`src/rtl/div_arbiter.sv`:
```
`default_nettype none
// ============================================================================
// Module      : div_arbiter
// Description : Round-robin arbiter sharing one sequential divider between
//               NUM_REQ requesters. Optional DIV_ZERO_BYPASS_EN answers
//               zero-divisor requests locally without starting the divider.
// Revision    : 1.0 - initial release
// ============================================================================
module div_arbiter #(
    parameter int WIDTH   = 13,
    parameter int NUM_REQ = 4,
    parameter int IDX_W   = 2
) (
    input  logic                       clk,
    input  logic                       rst_n,
    input  logic [NUM_REQ-1:0]         req_valid,
    input  logic [NUM_REQ-1:0]         req_sign,
    input  logic [NUM_REQ*WIDTH-1:0]   req_dividend,
    input  logic [NUM_REQ*WIDTH-1:0]   req_divisor,
    output logic [NUM_REQ-1:0]         grant,
    output logic [NUM_REQ-1:0]         resp_valid,
    output logic [WIDTH-1:0]           resp_quotient,
    output logic [WIDTH-1:0]           resp_remainder,
    output logic                       resp_err,
    output logic                       busy,
    output logic                       div_start,
    output logic                       div_sign,
    output logic [WIDTH-1:0]           div_dividend,
    output logic [WIDTH-1:0]           div_divisor,
    input  logic [WIDTH-1:0]           div_quotient,
    input  logic [WIDTH-1:0]           div_remainder,
    input  logic                       div_ready
);

    localparam logic [1:0] c_st_idle  = 2'd0;
    localparam logic [1:0] c_st_issue = 2'd1;
    localparam logic [1:0] c_st_wait  = 2'd2;
    localparam logic [1:0] c_st_resp  = 2'd3;

    logic [1:0]         r_state;
    logic [IDX_W-1:0]   r_ptr;
    logic [NUM_REQ-1:0] r_grant;
    logic [NUM_REQ-1:0] r_resp_valid;
    logic [WIDTH-1:0]   r_resp_q;
    logic [WIDTH-1:0]   r_resp_r;
    logic               r_div_start;
    logic               r_div_sign;
    logic [WIDTH-1:0]   r_div_dd;
    logic [WIDTH-1:0]   r_div_dv;
    logic               r_wait_first;

    logic               w_found;
    logic [IDX_W-1:0]   w_win;
    logic [IDX_W-1:0]   w_idx;
    logic [WIDTH-1:0]   w_win_dd;
    logic [WIDTH-1:0]   w_win_dv;
    logic               w_win_sign;

    // First requester after the pointer, wrapping; the pointer itself is last.
    always_comb begin
        w_found = 1'b0;
        w_win   = '0;
        w_idx   = '0;
        for (int k = 1; k <= NUM_REQ; k++) begin
            w_idx = IDX_W'((int'(r_ptr) + k) % NUM_REQ);
            if (!w_found && req_valid[w_idx]) begin
                w_found = 1'b1;
                w_win   = w_idx;
            end
        end
    end

    assign w_win_dd   = req_dividend[w_win*WIDTH +: WIDTH];
    assign w_win_dv   = req_divisor[w_win*WIDTH +: WIDTH];
    assign w_win_sign = req_sign[w_win];

`ifdef DIV_ZERO_BYPASS_EN
    logic r_resp_err;
    assign resp_err = r_resp_err;
`else
    assign resp_err = 1'b0;
`endif

    always_ff @(posedge clk) begin
        if (!rst_n) begin
            r_state      <= c_st_idle;
            r_ptr        <= IDX_W'(NUM_REQ - 1);
            r_grant      <= '0;
            r_resp_valid <= '0;
            r_resp_q     <= '0;
            r_resp_r     <= '0;
            r_div_start  <= 1'b0;
            r_div_sign   <= 1'b0;
            r_div_dd     <= '0;
            r_div_dv     <= '0;
            r_wait_first <= 1'b0;
`ifdef DIV_ZERO_BYPASS_EN
            r_resp_err   <= 1'b0;
`endif
        end else begin
            r_div_start  <= 1'b0;
            r_resp_valid <= '0;
            case (r_state)
                c_st_idle: begin
                    if (w_found) begin
                        r_grant    <= NUM_REQ'(1) << w_win;
                        r_ptr      <= w_win;
                        r_div_sign <= w_win_sign;
                        r_div_dd   <= w_win_dd;
                        r_div_dv   <= w_win_dv;
`ifdef DIV_ZERO_BYPASS_EN
                        if (w_win_dv == '0) begin
                            r_state      <= c_st_resp;
                            r_resp_valid <= NUM_REQ'(1) << w_win;
                            r_resp_q     <= '1;
                            r_resp_r     <= w_win_dd;
                            r_resp_err   <= 1'b1;
                        end else begin
                            r_state     <= c_st_issue;
                            r_div_start <= 1'b1;
                        end
`else
                        r_state     <= c_st_issue;
                        r_div_start <= 1'b1;
`endif
                    end
                end
                c_st_issue: begin
                    r_state      <= c_st_wait;
                    r_wait_first <= 1'b1;
                end
                c_st_wait: begin
                    // A ready seen in the first wait cycle may belong to an abandoned op.
                    if (r_wait_first) begin
                        r_wait_first <= 1'b0;
                    end else if (div_ready) begin
                        r_resp_q     <= div_quotient;
                        r_resp_r     <= div_remainder;
                        r_resp_valid <= r_grant;
                        r_state      <= c_st_resp;
`ifdef DIV_ZERO_BYPASS_EN
                        r_resp_err   <= 1'b0;
`endif
                    end
                end
                c_st_resp: begin
                    r_grant <= '0;
                    r_state <= c_st_idle;
                end
                default: r_state <= c_st_idle;
            endcase
        end
    end

    assign grant          = r_grant;
    assign resp_valid     = r_resp_valid;
    assign resp_quotient  = r_resp_q;
    assign resp_remainder = r_resp_r;
    assign busy           = (r_state != c_st_idle);
    assign div_start      = r_div_start;
    assign div_sign       = r_div_sign;
    assign div_dividend   = r_div_dd;
    assign div_divisor    = r_div_dv;

endmodule
`default_nettype wire

```
`config.mk`:
```
export PLATFORM = sky130hd
export DESIGN_NAME = div_arbiter
export DESIGN_NICKNAME = d
export VERILOG_FILES = /design/src/rtl/div_arbiter.sv
export SDC_FILE = /design/constraint.sdc
export NUM_CORES = 1
export LEC_CHECK = 0
export CAP_MARGIN = 20
export CORE_MARGIN = 2
export CORE_UTILIZATION = 35
export CTS_CLUSTER_DIAMETER = 120
export CTS_CLUSTER_SIZE = 30
export DETAILED_ROUTE_END_ITERATION = 7
export GPL_TIMING_DRIVEN = 1
export PLACE_DENSITY = 0.76
export SLEW_MARGIN = 20
export SYNTH_ARGS = -nofsm -noshare
export SYNTH_HDL_FRONTEND = slang
export SYNTH_SLANG_ARGS = --single-unit
```
`constraint.sdc`:
```
create_clock -name clk -period 2.3 [get_ports clk]
set_input_delay 0.46 -clock clk [delete_from_list [all_inputs] [get_ports clk]]
set_output_delay 0.46 -clock clk [all_outputs]
set_load 0.01 [all_outputs]
```
Yosys cells after proc, flatten, opt, wreduce, memory -nomap -nowiden
Cells that the tools add are included.

Register bits after elaboration: 67. Output and inout port bits: 64. Logic and storage cells: 76. Input port bits: 141. Memory bits (read-only): 0. Bits in latches: 0. Memories: 0. Bits in writable memories: 0.

$mul: 1. Reductions and logical operators: 16. Eq/ne operators: 6. Shifts and indexed selects: 3. Div/mod/pow operators: 0. Bitwise operators: 4. Multiplexer cells: 26. $lt $le $gt $ge: 5. Add/sub/neg operators: 4.

Operators with widths (number): 52-bit by 7-bit variable part select with 13-bit output (2); 2-bit by 3-bit < comparator with 1-bit output (second input constant) (5); 2-bit two-way mux (7); 1-bit binary-select mux with 2-bit select (5); 1-bit two-way mux (10); 2-bit one-hot mux with 4 select lines (1); 4-bit one-hot mux with 2 select lines (1); 2-bit by 4-bit multiplier with 6-bit output (second input constant) (1); 2-bit != test (second input constant) (3); 2-bit AND reduction (3); 3-bit AND reduction (2); 2-bit nonzero test (3); 2-bit by 1-bit adder with 2-bit output (second input constant) (2); 2-bit adder (second input constant) (2); 2-bit == test (second input constant) (2); 4-bit two-way mux (1); 1-bit inverter (4); 4-bit OR reduction (1); 1-bit by 2-bit left shift with 4-bit output (first input constant) (1); 1-bit logical AND (3); 1-bit zero test (3); 2-bit by 1-bit == test with 1-bit output (second input constant) (1); 2-bit zero test (1); 1-bit one-hot mux with 2 select lines (1).

Logic depth before layout (Yosys ltp)
Word-level depth: 16. Depth in mapped cells: 8. Mapped depth without buffers: 7.

Worst setup path before layout
Ideal clock, no wire load.

Kind: input-to-reg. From: input req_valid[2]. To: register r_div_dv[10], in the netlist div_divisor[10]. Required time: 2.166 ns. Cell stages on the path: 6. Library setup time: 0.134 ns. Arrival time: 1.660 ns. Path buffers: 1. Slack: 0.507 ns. Path through: nand2b_1 > o22ai_2 > clkbuf_1 > a211oi_1 > a2111oi_0 > nor4_1.

Word-level cells in the longest chain between the ends: 14. Elaborated cells on any way between the ends: 25. Classes of those cells: mul: 1; shift: 1; mux: 16; reduce/logical: 7.

Ends and longest elaborated chain: start, declared (line 16) `input logic [NUM_REQ-1:0] req_valid,`; 1-bit binary-select mux with 2-bit select (line 66) `if (!w_found && req_valid[w_idx]) begin`; 1-bit two-way mux (not written as such) (line 66); 1-bit two-way mux (line 66); 1-bit zero test (line 66); 1-bit logical AND (line 66); 1-bit two-way mux (line 66); 1-bit zero test (line 66); 1-bit logical AND (line 66); 1-bit two-way mux (line 66); 1-bit zero test (line 66); 1-bit logical AND (line 66); 2-bit two-way mux (line 66); 2-bit by 4-bit multiplier with 6-bit output (line 74) `assign w_win_dv = req_divisor[w_win*WIDTH +: WIDTH];`; 52-bit by 7-bit variable part select with 13-bit output (line 74); end signal, assigned (line 110) `r_div_dv <= w_win_dv;`; end, declared (line 49) `logic [WIDTH-1:0] r_div_dv;`.

Parallel ways exist; a longest one is shown, timed or not. The select of a mux whose other input is x is not followed. A chain may end at the register's enable or synchronous reset.

Worst setup path after layout
From: register r_state[1]. To: output busy.

Word-level cells in the longest chain between the ends: 1.

Ends and longest elaborated chain: start, declared (line 40) `logic [1:0] r_state;`; start signal, assigned (line 86) `r_state <= c_st_idle;`; start signal, assigned (line 123) `r_state <= c_st_issue;`; start signal, assigned (line 129) `r_state <= c_st_wait;`; 2-bit nonzero test (line 159) `assign busy = (r_state != c_st_idle);`; end, declared (line 25) `output logic busy,`.

No other way between the ends.

==> metrics.csv <==
stage,metric,value,unit
final_layout,fill_cells,780,
sta,period_share,0.944,
yosys,synthFlopType,dfxtp_1,
die,die_w,102,um
critical_path,path_max_fanout,6,
drt,first_pass_iters,6,
clock_tree,h-tree-depth,3,
drt,ant_nets,0,
die,ios,205,
placement,portBuffers,203,
global_routing,grt_use_total,0.212,
sta,slew_violations,0,
sta,layout_min_cycle_time,2170,ps
drt,routed_via_density,5.02,
die,row_count,35,
critical_path,critPathKind,register to output port,
drt,first_iter_violations,153,
sta,timing_hold_violations_final,0,
sta,max_clock_freq,0.461,GHz
final_layout,multi_input_area,1730,sq um
drt,wl,11.4,mm
pwr,intPower,0.00361,W
die,die_y,102,um
critical_path,end_kind,output port,
final_layout,fin_util,0.631,
sta,setup_viol,0,
clock_tree,clkTransAtPathRegs,80,ps
pwr,p_switching,0.00211,W
critical_path,rrSetupSlack,290,ps
outcome,status,finished clean,
drt,drc,0,
final_layout,register_area,1340,sq um
pwr,pwr-share-clk,0.191,
critical_path,critPathLaunchType,register,
clock_tree,cts_setup_buffers,0,
clock_tree,holdBufCountCts,0,
sta,fin_skew,10.7,ps
global_routing,grt_first_pass_wirelength,17.5,mm
clock_tree,cts.sinks,67,
yosys,async_flop_share,0,
clock_tree,insertion_delay,340,ps
die,core_area,9280,sq um
yosys,synth-edff-count,0,
yosys,yosysTopAreaCell,dfxtp_1,
clock_tree,cts_tree,yes,
global_routing,antenna_found_initial,0,
clock_tree,cts_resized,0,
pwr,p_leak,2.28,nW
yosys,synth_seq_cells,67,
clock_tree,numCtsBuffers,9,
yosys,netlist.area_leader.share,0.399,
yosys,yosysUniqueCellTypes,35,
yosys,synth.yosys.warnings,0,
yosys,yosysSeqAreaShare,0.399,
critical_path,r2r_cells,7,
yosys,syn_area,3360,sq um
final_layout,nets,751,
sta,rsz0062_at_grt,no,
critical_path,cp.required,1840,ps
pwr,powerDensity,978,nW/um^2
yosys,synth_area_leaders,"dfxtp_1 40%, a211oi_1 8.9%, mux2i_1 8.6%",
yosys,syn_area_per_cell,8.37,sq um
pwr,ir_drop,0.548,mV
run,maxCapViolations,0,
final_layout,areaGrowthSynthToFinish,74.0,%
die,start_util,0.362,
clock_tree,cts_buffer_depth,2,
yosys,netlist_instances,402,
pwr,seqPwrFrac,0.300,
die,die_area,10400,sq um
global_routing,grt_pass1_vias,3634,
sta,fin_setup_tns,0,ps
pwr,p_sw_frac,0.369,
global_routing,grt_max_degree,41,
global_routing,overflow,0,
final_layout,diodes,0,
placement,place.gp.congestion,0.818,
clock_tree,root_buffer,clkbuf_8,
yosys,synth_fp_nets,546,
hold_path,min_path_type,register to register,
pwr,p_comb_frac,0.509,
drt,vias,3720,
critical_path,arrival,1710,ps
final_layout,drive_gt1_frac,0.0931,
drt,wl_per_cell,15.4,um
hold_path,hold_depth,2,
placement,hpwl,8.75,mm
==> cell families (layout without fill, tap and decap cells) <==
family / Yosys count / in the layout / share of synthesized area
adder cells (fa/ha/maj): 3 / 3 / 0.0112
AO/OA/AOI/OAI: 109 / 109 / 0.246
other: 1 / 1 / 0.00111
AND/OR/NAND/NOR: 124 / 124 / 0.166
flip-flops: 67 / 67 / 0.399
buffers and inverters: 69 / 279 / 0.0907
multiplexers: 29 / 29 / 0.0863
==> cell usage after synthesis (all sizes together) (2+ instances only) <==
master   count
o211ai       2
nand2b       3
inv         33
or2          2
a2111oi     13
clkbuf      19
o21ai        2
ha           3
a22oi        3
or3          3
nand3       14
nor2        21
mux2i       29
and3         4
nor2b        2
o221ai      14
a21oi       31
buf         17
dfxtp       67
a211oi      40
nor4        14
nand2       59
==> worst paths after layout <==
path	startpoint	endpoint
max	r_state[1]	busy
min	resp_quotient[4]	resp_quotient[4]
max reg2reg	r_ptr[1]	div_divisor[9]
min reg2reg	resp_quotient[4]	resp_quotient[4]
==> power groups by stage <==
stage               Sequential [W]  Combinational, W  Clock (W)
floorplan                  0.00183           0.00140          0
global placement           0.00172           0.00285          0
detailed placement         0.00174           0.00291          0
CTS                        0.00171           0.00292    0.00112
global route               0.00175           0.00316    0.00117
finish                     0.00172           0.00291    0.00109
==> per-stage QoR <==
stage               total power [W]  setup slack [ps]  std cells  area (sq um)  hold WS [ps]
floorplan                   0.00323               507        402          3360           466
global placement            0.00457             -14.8        725          5630           442
detailed placement          0.00464             -68.1        725          5630           448
CTS                         0.00575               103        741          5850           459
global route                0.00608              13.1        741          5850           472
finish                      0.00572               130        741          5850           457
==> registers in the layout, summed over array words and instances, names as in the netlist <==
register and count:
div_sign 1, resp_quotient 13, r_state 2, resp_valid 4, div_start 1, div_dividend 13
r_wait_first 1, grant 4, div_divisor 13, resp_remainder 13, r_ptr 2
==> worst max-delay path: stages (launching register included) <==
cell	delay [ps]
dfxtp_1	370
inv_1	80
ha_1	250
inv_1	100
clkdlybuf4s50_1	570
==> area by class of cell <==
type / count / area share
multi-input combinational: 266 / 0.296
inverter: 33 / 0.0212
timing repair buffer: 230 / 0.388
sequential: 67 / 0.229
tap: 129 / 0.0276
clock inverter: 7 / 0.0171
clock buffer: 9 / 0.0212
==> metal layers <==
layer / share of wire / GRT usage
met3: 0.068 / 0.0417
met5: 0 / 0
met1: 0.42 / 0.264
met4: 0.014 / 0.0697
met2: 0.50 / 0.368
==> cells in the final DEF (no fill, tap or decap), types with 14 or more instances in the layout <==
cell	instances
o221ai_1	14
dfxtp_1	67
nor2_1	20
a21oi_1	30
inv_1	32
nand3_1	14
mux2i_1	29
nand2_1	59
a211oi_1	40
clkdlybuf4s50_1	203
buf_4	24
nor4_1	14
No activity file was read; power rests on OpenSTA's default activity.
